`src/rtl/divu_sequencer.sv`:
```
// Unsigned restoring divider that reuses one combinational 32-bit subtractor. Latency is 33 cycles
// from start to done (1 for a zero divisor). A start outside IDLE is dropped, never queued.

module subtractor (
    input  logic [31:0] A,
    input  logic [31:0] B,
    output logic [31:0] Difference,
    output logic        Borrow
);
    assign {Borrow, Difference} = {1'b0, A} - {1'b0, B};
endmodule

module divu_sequencer #(
    parameter int WIDTH = 32
) (
    input  logic             clk,
    input  logic             rst,
    input  logic             start,
    input  logic [WIDTH-1:0] dividend,
    input  logic [WIDTH-1:0] divisor,
    output logic             busy,
    output logic             done,
    output logic [WIDTH-1:0] quotient,
    output logic [WIDTH-1:0] remainder,
    output logic             div_by_zero
);
    localparam int CNT_W = $clog2(WIDTH);
    localparam logic [CNT_W-1:0] LAST_ITER = CNT_W'(WIDTH - 1);

    typedef enum logic [1:0] {
        IDLE = 2'd0,
        RUN  = 2'd1,
        DONE = 2'd2
    } state_t;

    state_t           state_q, state_d;
    logic [WIDTH-1:0] r_q, r_d;
    logic [WIDTH-1:0] q_q, q_d;
    logic [WIDTH-1:0] d_q, d_d;
    logic [CNT_W-1:0] cnt_q, cnt_d;
    logic [WIDTH-1:0] quot_q, quot_d;
    logic [WIDTH-1:0] rem_q, rem_d;
    logic             dbz_q, dbz_d;

    logic [WIDTH-1:0] shifted;
    logic [WIDTH-1:0] diff;
    logic             borrow;
    logic             accept;
    logic [WIDTH-1:0] r_step;
    logic [WIDTH-1:0] q_step;

    assign shifted = {r_q[WIDTH-2:0], q_q[WIDTH-1]};

    subtractor u_sub (
        .A          (shifted),
        .B          (d_q),
        .Difference (diff),
        .Borrow     (borrow)
    );

    // r_q[MSB] is the bit shifted out of the W-bit window: the true shifted
    // remainder then exceeds any divisor, so the subtraction must be taken.
    assign accept = r_q[WIDTH-1] | ~borrow;
    assign r_step = accept ? diff : shifted;
    assign q_step = {q_q[WIDTH-2:0], accept};

    always_comb begin
        state_d = state_q;
        r_d     = r_q;
        q_d     = q_q;
        d_d     = d_q;
        cnt_d   = cnt_q;
        quot_d  = quot_q;
        rem_d   = rem_q;
        dbz_d   = dbz_q;
        unique case (state_q)
            IDLE: begin
                if (start) begin
                    if (divisor == '0) begin
                        state_d = DONE;
                        quot_d  = '1;
                        rem_d   = dividend;
                        dbz_d   = 1'b1;
                    end else begin
                        state_d = RUN;
                        r_d     = '0;
                        q_d     = dividend;
                        d_d     = divisor;
                        cnt_d   = '0;
                    end
                end
            end
            RUN: begin
                r_d   = r_step;
                q_d   = q_step;
                cnt_d = cnt_q + CNT_W'(1);
                if (cnt_q == LAST_ITER) begin
                    state_d = DONE;
                    quot_d  = q_step;
                    rem_d   = r_step;
                    dbz_d   = 1'b0;
                end
            end
            DONE: state_d = IDLE;
            default: state_d = IDLE;
        endcase
    end

    always_ff @(posedge clk) begin
        if (rst) begin
            state_q <= IDLE;
            r_q     <= '0;
            q_q     <= '0;
            d_q     <= '0;
            cnt_q   <= '0;
            quot_q  <= '0;
            rem_q   <= '0;
            dbz_q   <= 1'b0;
        end else begin
            state_q <= state_d;
            r_q     <= r_d;
            q_q     <= q_d;
            d_q     <= d_d;
            cnt_q   <= cnt_d;
            quot_q  <= quot_d;
            rem_q   <= rem_d;
            dbz_q   <= dbz_d;
        end
    end

    assign busy        = (state_q == RUN) || (state_q == DONE);
    assign done        = (state_q == DONE);
    assign quotient    = quot_q;
    assign remainder   = rem_q;
    assign div_by_zero = dbz_q;
endmodule

```
`config.mk`:
```
export PLATFORM = sky130hd
export DESIGN_NAME = divu_sequencer
export DESIGN_NICKNAME = d
export VERILOG_FILES = /design/src/rtl/divu_sequencer.sv
export SDC_FILE = /design/constraint.sdc
export NUM_CORES = 1
export LEC_CHECK = 0
export ABC_AREA = 1
export ABC_CLOCK_PERIOD_IN_PS = 2100
export CAP_MARGIN = 5
export CORE_MARGIN = 4
export CORE_UTILIZATION = 51
export CTS_CLUSTER_DIAMETER = 100
export CTS_CLUSTER_SIZE = 8
export DETAILED_ROUTE_END_ITERATION = 16
export PLACE_DENSITY = 0.78
export SKIP_CTS_REPAIR_TIMING = 1
export SLEW_MARGIN = 20
export SYNTH_ARGS = -nofsm -noshare
export SYNTH_HDL_FRONTEND = slang
export SYNTH_SLANG_ARGS = --single-unit
export TNS_END_PERCENT = 5
```
`constraint.sdc`:
```
create_clock -name clk -period 2.1 [get_ports clk]
set_input_delay 0.315 -clock clk [delete_from_list [all_inputs] [get_ports clk]]
set_output_delay 0.315 -clock clk [all_outputs]
set_load 0.02 [all_outputs]
```
# Yosys cells after proc, flatten, opt, wreduce, memory -nomap -nowiden
# Cells that the tools add are included.
dict set report word_totals {
  regBits 168
  wordCells 54
  inputBits 67
}
dict set report classes {
  eq_ne 7
  reduce_logical 8
  n_mux 26
  addsub 2
  bitwise_logic 3
}
# cell count
set op_table {}
lappend op_table {{$mux W32} 11}
lappend op_table {{$pmux W32 S2} 4}
lappend op_table {{$sub A32 B32 Y33} 1}
lappend op_table {{$logic_not A32 Y1} 1}
lappend op_table {{$mux W5} 2}
lappend op_table {{$pmux W5 S2} 1}
lappend op_table {{$ne A2 B2 Y1 const B} 4}
lappend op_table {{$mux W2} 3}
lappend op_table {{$reduce_and A3 Y1} 2}
lappend op_table {{$add A5 B1 Y5 const B} 1}
lappend op_table {{$eq A5 B5 Y1 const B} 1}
lappend op_table {{$pmux W2 S2} 1}
lappend op_table {{$reduce_and A4 Y1} 1}
lappend op_table {{$mux W1} 3}
lappend op_table {{$eq A2 B1 Y1 const B} 1}
lappend op_table {{$eq A2 B2 Y1 const B} 1}
lappend op_table {{$logic_not A2 Y1} 1}
lappend op_table {{$not A1 Y1} 2}
lappend op_table {{$pmux W1 S2} 1}
lappend op_table {{$reduce_and A2 Y1} 1}
lappend op_table {{$reduce_bool A2 Y1} 1}
lappend op_table {{$logic_or A1 B1 Y1} 1}
lappend op_table {{$or A1 B1 Y1} 1}

# Depth between registers and ports, before layout
dict set report logic_depth {
  word_depth 6
  depth_mapped 19
  ltp_nobuf 18
}

# By module
# A second synthesis with hierarchy kept.
dict set report hier_totals {
  hier_cells 1774
  hier_area_um2 10637.7
}
# mod seq_area_each_um2 cells_each n_inst area_per_inst_um2
set modules_own_cells {}
lappend modules_own_cells {divu_sequencer 3363.2 1224 1 8026.4}
lappend modules_own_cells {subtractor 0.0 550 1 2611.3}

# Worst setup path after synthesis
# Ideal clock, no wire load.
dict set report synth_path {
  path_kind {reg-to-reg}
  startpoint {register q_q[31]}
  endpoint {register r_q[2]}
  period_less_slack_ps 2218
  arrival_time_ps 2162
  slack_ps -118
  stages_incl_launch_ff 20
  cell_sequence {dfxtp_1 -> inv_1 -> ha_1 -> fa_1 -> inv_1 -> nand2_1 -> nand2_1 -> nand3_1 -> nand2_2 -> nand2_2 -> nand2_4 -> nand2_4 -> nand2_4 -> nand2_4 -> nor2_8 -> buf_12 -> nand2_4 -> nand3_1 -> nand2_1 -> inv_1}
}
dict set report synth_via {
  elab_chain_cells 5
}
# item line
set synth_rtl {}
lappend synth_rtl {{start, declared} 38} ;# logic [WIDTH-1:0] q_q, q_d;
lappend synth_rtl {{start signal, assigned} 122} ;# q_q <= q_d;
lappend synth_rtl {{$sub A32 B32 Y33 *} 10} ;# assign {Borrow, Difference} = {1'b0, A} - {1'b0, B};
lappend synth_rtl {{$not A1 Y1} 63} ;# assign accept = r_q[WIDTH-1] | ~borrow;
lappend synth_rtl {{$or A1 B1 Y1} 63}
lappend synth_rtl {{$mux W32 *} 64} ;# assign r_step = accept ? diff : shifted;
lappend synth_rtl {{$pmux W32 S2 *} 76} ;# unique case (state_q)
lappend synth_rtl {{end signal, assigned} 121} ;# r_q <= r_d;
lappend synth_rtl {{end, declared} 37} ;# logic [WIDTH-1:0] r_q, r_d;
# Every way passes the cells marked *; elsewhere a longest branch is shown, timed or not.
# A chain may end at the register's enable or synchronous reset.

# Worst setup path after layout
dict set report layout_path {
  startpoint {register q_q[31]}
  endpoint {register r_q[4]}
}
# Same word-level chain as after synthesis.

==> flow_summary_export.csv <==
group,metric,value,unit
worst_setup_path,crit_chain,"inv_2, ha_4, fa_2, inv_2, nand2_2, nand2_2, nand3_2, nand2_2, nand2_2, nand2_4, nand2_4, nand2_4, nand2_8, nor2_8, clkbuf_16, nand2_4, nand3_1, nand2_1, inv_1",
timing,setup_viol,66,
finish,final-seq-area,3360,µm²
pwr,p_comb_share,51.1,%
grt,grt_first_pass_wirelength,48000,µm
status,status,"finished, violations left",
synthesis,ys_seq_area_share,33.0,%
clock_tree,clockBufferDepth,2,
pwr,p_switching,0.00620,W
finish,drive_gt1_share,18.3,%
finish,fin_nets,1992,
route,drtIter0Drc,743,
placement,gp_congestion,0.931,
worst_setup_path,arrival,2.75,ns
placement,dpl-instance-area,13000,µm²
floorplanning,die-area,22300,µm²
clock_tree,cts_tree,"built",
timing,setup_slack,-0.263,ns
worst_setup_path,crit_fanout,6,
worst_setup_path,setup.worst_path.end_class,"register",
placement,hpwl,22600,µm
timing,finalCritPeriodShare,113,%
job,cap_violations,0,
worst_setup_path,slowest_stage,"dfxtp_2",
synthesis,synth_area,10200,µm²
worst_setup_path,critPathTopFamily,"simple AND/OR/NAND/NOR gates",
placement,placed_cells,2127,
worst_setup_path,startpoint_type,"register",
timing,slew_violations,0,
timing,setup-tns-final,-13.10,ns
timing,period_minus_slack,2.36,ns
worst_setup_path,slowest_delay,0.34,ns
pwr,pwr-share-seq,26.9,%
finish,fillers,1644,
synthesis,yosysTopAreaCell,"dfxtp_1",
route,via_count,10900,
timing,finalHoldViolations,0,
worst_hold_path,hold_class,"input pin to register",
synthesis,synth_top_cell_area_share,33.0,%
grt,grt_overflow_total,0,
timing,rsz0062_at_grt,"true",
grt,grt_usage,26.4,%
pwr,p_int,0.00827,W
worst_setup_path,critical_path_class,"register to register",
grt,antenna_found_initial,0,
synthesis,synth-edff-count,0,
pwr,power_density,1030,nW/µm²
clock_tree,clk_transition_reported_paths,0.07,ns
timing,tightestPinTransition,0.756,ns
timing,max_freq,423,MHz
timing,clock_skew,0.0111,ns
pwr,p_leak,7.41,nW
timing,relSlewSlack,49.6,%
synthesis,syn_inst,1627,
worst_setup_path,required,2.48,ns
pwr,ir_drop,0.842,mV
finish,num_antenna_cells,0,
floorplanning,fp.dieW,149,µm
clock_tree,clk-insertion-delay-late,0.44,ns
clock_tree,clock_sinks,168,
grt,grt_pass1_vias,10100,
placement,port_buffers,133,
floorplanning,rows,51,
clock_tree,cts_buffers,17,
synthesis,async_flop_share,0,%
status,violations,"negative setup slack",
timing,hold-worst-slack,0.442,ns
synthesis,post-synth-top-count-cell,"nand2_1",
floorplanning,start_util,52.1,%
floorplanning,die_h,149,µm
route,wl,30800,µm
route,wl_per_cell,14.2,µm
synthesis,synth_warnings,0,
synthesis,yosys-top-cells-area,"dfxtp_1 (33%), nand2_1 (14%), inv_1 (11%), a21oi_1 (7.2%), o21ai_0 (6.7%)",
route,ant_nets,0,
pwr,p_clk_share,22.0,%
grt,grt_max_degree,102,
synthesis,postSynthAreaPerCell,6.27,µm²
route,drc_errors,0,
clock_tree,cts_root_buf,"clkbuf_16",
worst_setup_path,crit_buf_inv,4,
finish,finalInstanceArea,14100,µm²
pwr,switching_share,42.9,%
clock_tree,htreeDepth,4,
floorplanning,core,19600,µm²
floorplanning,ios,134,
synthesis,ys.flop_type,"dfxtp_1",
route,first_pass_iters,5,
route,viasPerCell,5.04,
synthesis,synth_cell_types,31,
finish,area_growth,38.3,%
synthesis,synth-seq-cells,168,
synthesis,synth_nets,1732,
synthesis,ys_top_cells_by_count,"nand2_1 (376), inv_1 (300), dfxtp_1 (168)",
finish,multi_input_area,5750,µm²
finish,final-instance-count-excl-fill,2165,
-- logic make-up after synthesis --
logic type	count (synthesis)	share of synthesized area, %
AOI/OAI and AO/OA	291	14.4
xor gates and xnor gates	15	1.29
adders and majority gates	38	4.74
buffers and inverters	378	14.6
DFF	168	33.0
and+or+nand+nor	737	32.0
-- worst register-to-register path: stages (launching register included) --
cell,delay (ns)
dfxtp_2,0.34
inv_2,0.04
ha_4,0.16
fa_2,0.34
inv_2,0.08
nand2_2,0.05
nand2_2,0.07
nand3_2,0.07
nand2_2,0.10
nand2_2,0.06
nand2_4,0.07
nand2_4,0.06
nand2_4,0.08
nand2_8,0.07
nor2_8,0.24
clkbuf_16,0.24
nand2_4,0.05
nand3_1,0.07
nand2_1,0.06
inv_1,0.05
-- power by group through the flow --
stage	sequential (W)	combinational (W)	clock, W
final	0.00389	0.00740	0.00319
after global routing	0.00392	0.00817	0.00334
after CTS	0.00388	0.00703	0.00322
after detailed placement	0.00394	0.00698	0
after global placement	0.00394	0.00687	0
after floorplan	0.00396	0.00416	0
-- area by class of cell --
class | instances | share of cell area, %
Clock buffer | 17 | 3.02
Clock inverter | 15 | 1.25
Inverter | 304 | 8.09
Multi-Input combinational cell | 1081 | 40.8
Sequential cell | 168 | 23.8
Tap cell | 265 | 2.35
Timing Repair Buffer | 315 | 20.7
-- placed cells by master (no fill, tap or decap), types with 2 or more instances in the layout --
cell type | Yosys | routed
a21oi_1 | 147 | 144
a21oi_2 | 0 | 3
and2_1 | 3 | 3
buf_12 | 3 | 14
buf_4 | 1 | 162
buf_6 | 0 | 4
clkbuf_16 | 0 | 19
clkdlybuf4s50_1 | 0 | 131
clkinv_8 | 0 | 5
dfxtp_1 | 168 | 167
ha_1 | 37 | 34
ha_4 | 0 | 2
inv_1 | 300 | 292
inv_2 | 4 | 12
inv_6 | 0 | 2
inv_8 | 0 | 5
nand2_1 | 376 | 363
nand2_2 | 4 | 13
nand2_4 | 33 | 36
nand3_1 | 127 | 75
nand3_2 | 0 | 52
nand4_1 | 10 | 10
nor2_1 | 166 | 164
nor2_2 | 1 | 3
nor3_1 | 13 | 9
nor3_2 | 0 | 3
o21ai_0 | 136 | 135
o21bai_1 | 4 | 4
or2_1 | 2 | 2
xor2_1 | 14 | 14
-- sequential cells by signal, summed over array words and instances (netlist names) --
| register | count |
|---|---|
| d_q | 32 |
| cnt_q | 5 |
| remainder | 32 |
| r_q | 32 |
| div_by_zero | 1 |
| quotient | 32 |
| state_q | 2 |
| q_q | 32 |
-- per-stage QoR --
stage / total power, W / util, % / setup slack [ns]
after floorplan: 0.00812 / - / -0.0194
after global placement: 0.0108 / 66.6 / -0.671
after detailed placement: 0.0109 / 66.6 / -0.685
after CTS: 0.0141 / 69.6 / -0.269
after global routing: 0.0154 / 72.0 / -0.368
final: 0.0145 / 72.0 / -0.263
-- path summary, 6_finish.rpt --
kind | slack, ns | startpoint | endpoint | cells after the start
min reg2reg | 0.46 | quotient[8] | quotient[8] | 2
max | -0.26 | q_q[31] | r_q[4] | 19
max reg2reg | -0.26 | q_q[31] | r_q[4] | 19
min | 0.44 | rst | d_q[6] | 5
-- routing by layer --
metal	wire, µm	GRT usage, %	vias up
li1	-	-	5576
met1	12700	32.5	4870
met2	15000	45.7	381
met3	1650	3.24	95
met4	1500	13.1	0
met5	0	0	-
No activity file was read; power rests on OpenSTA's default activity.
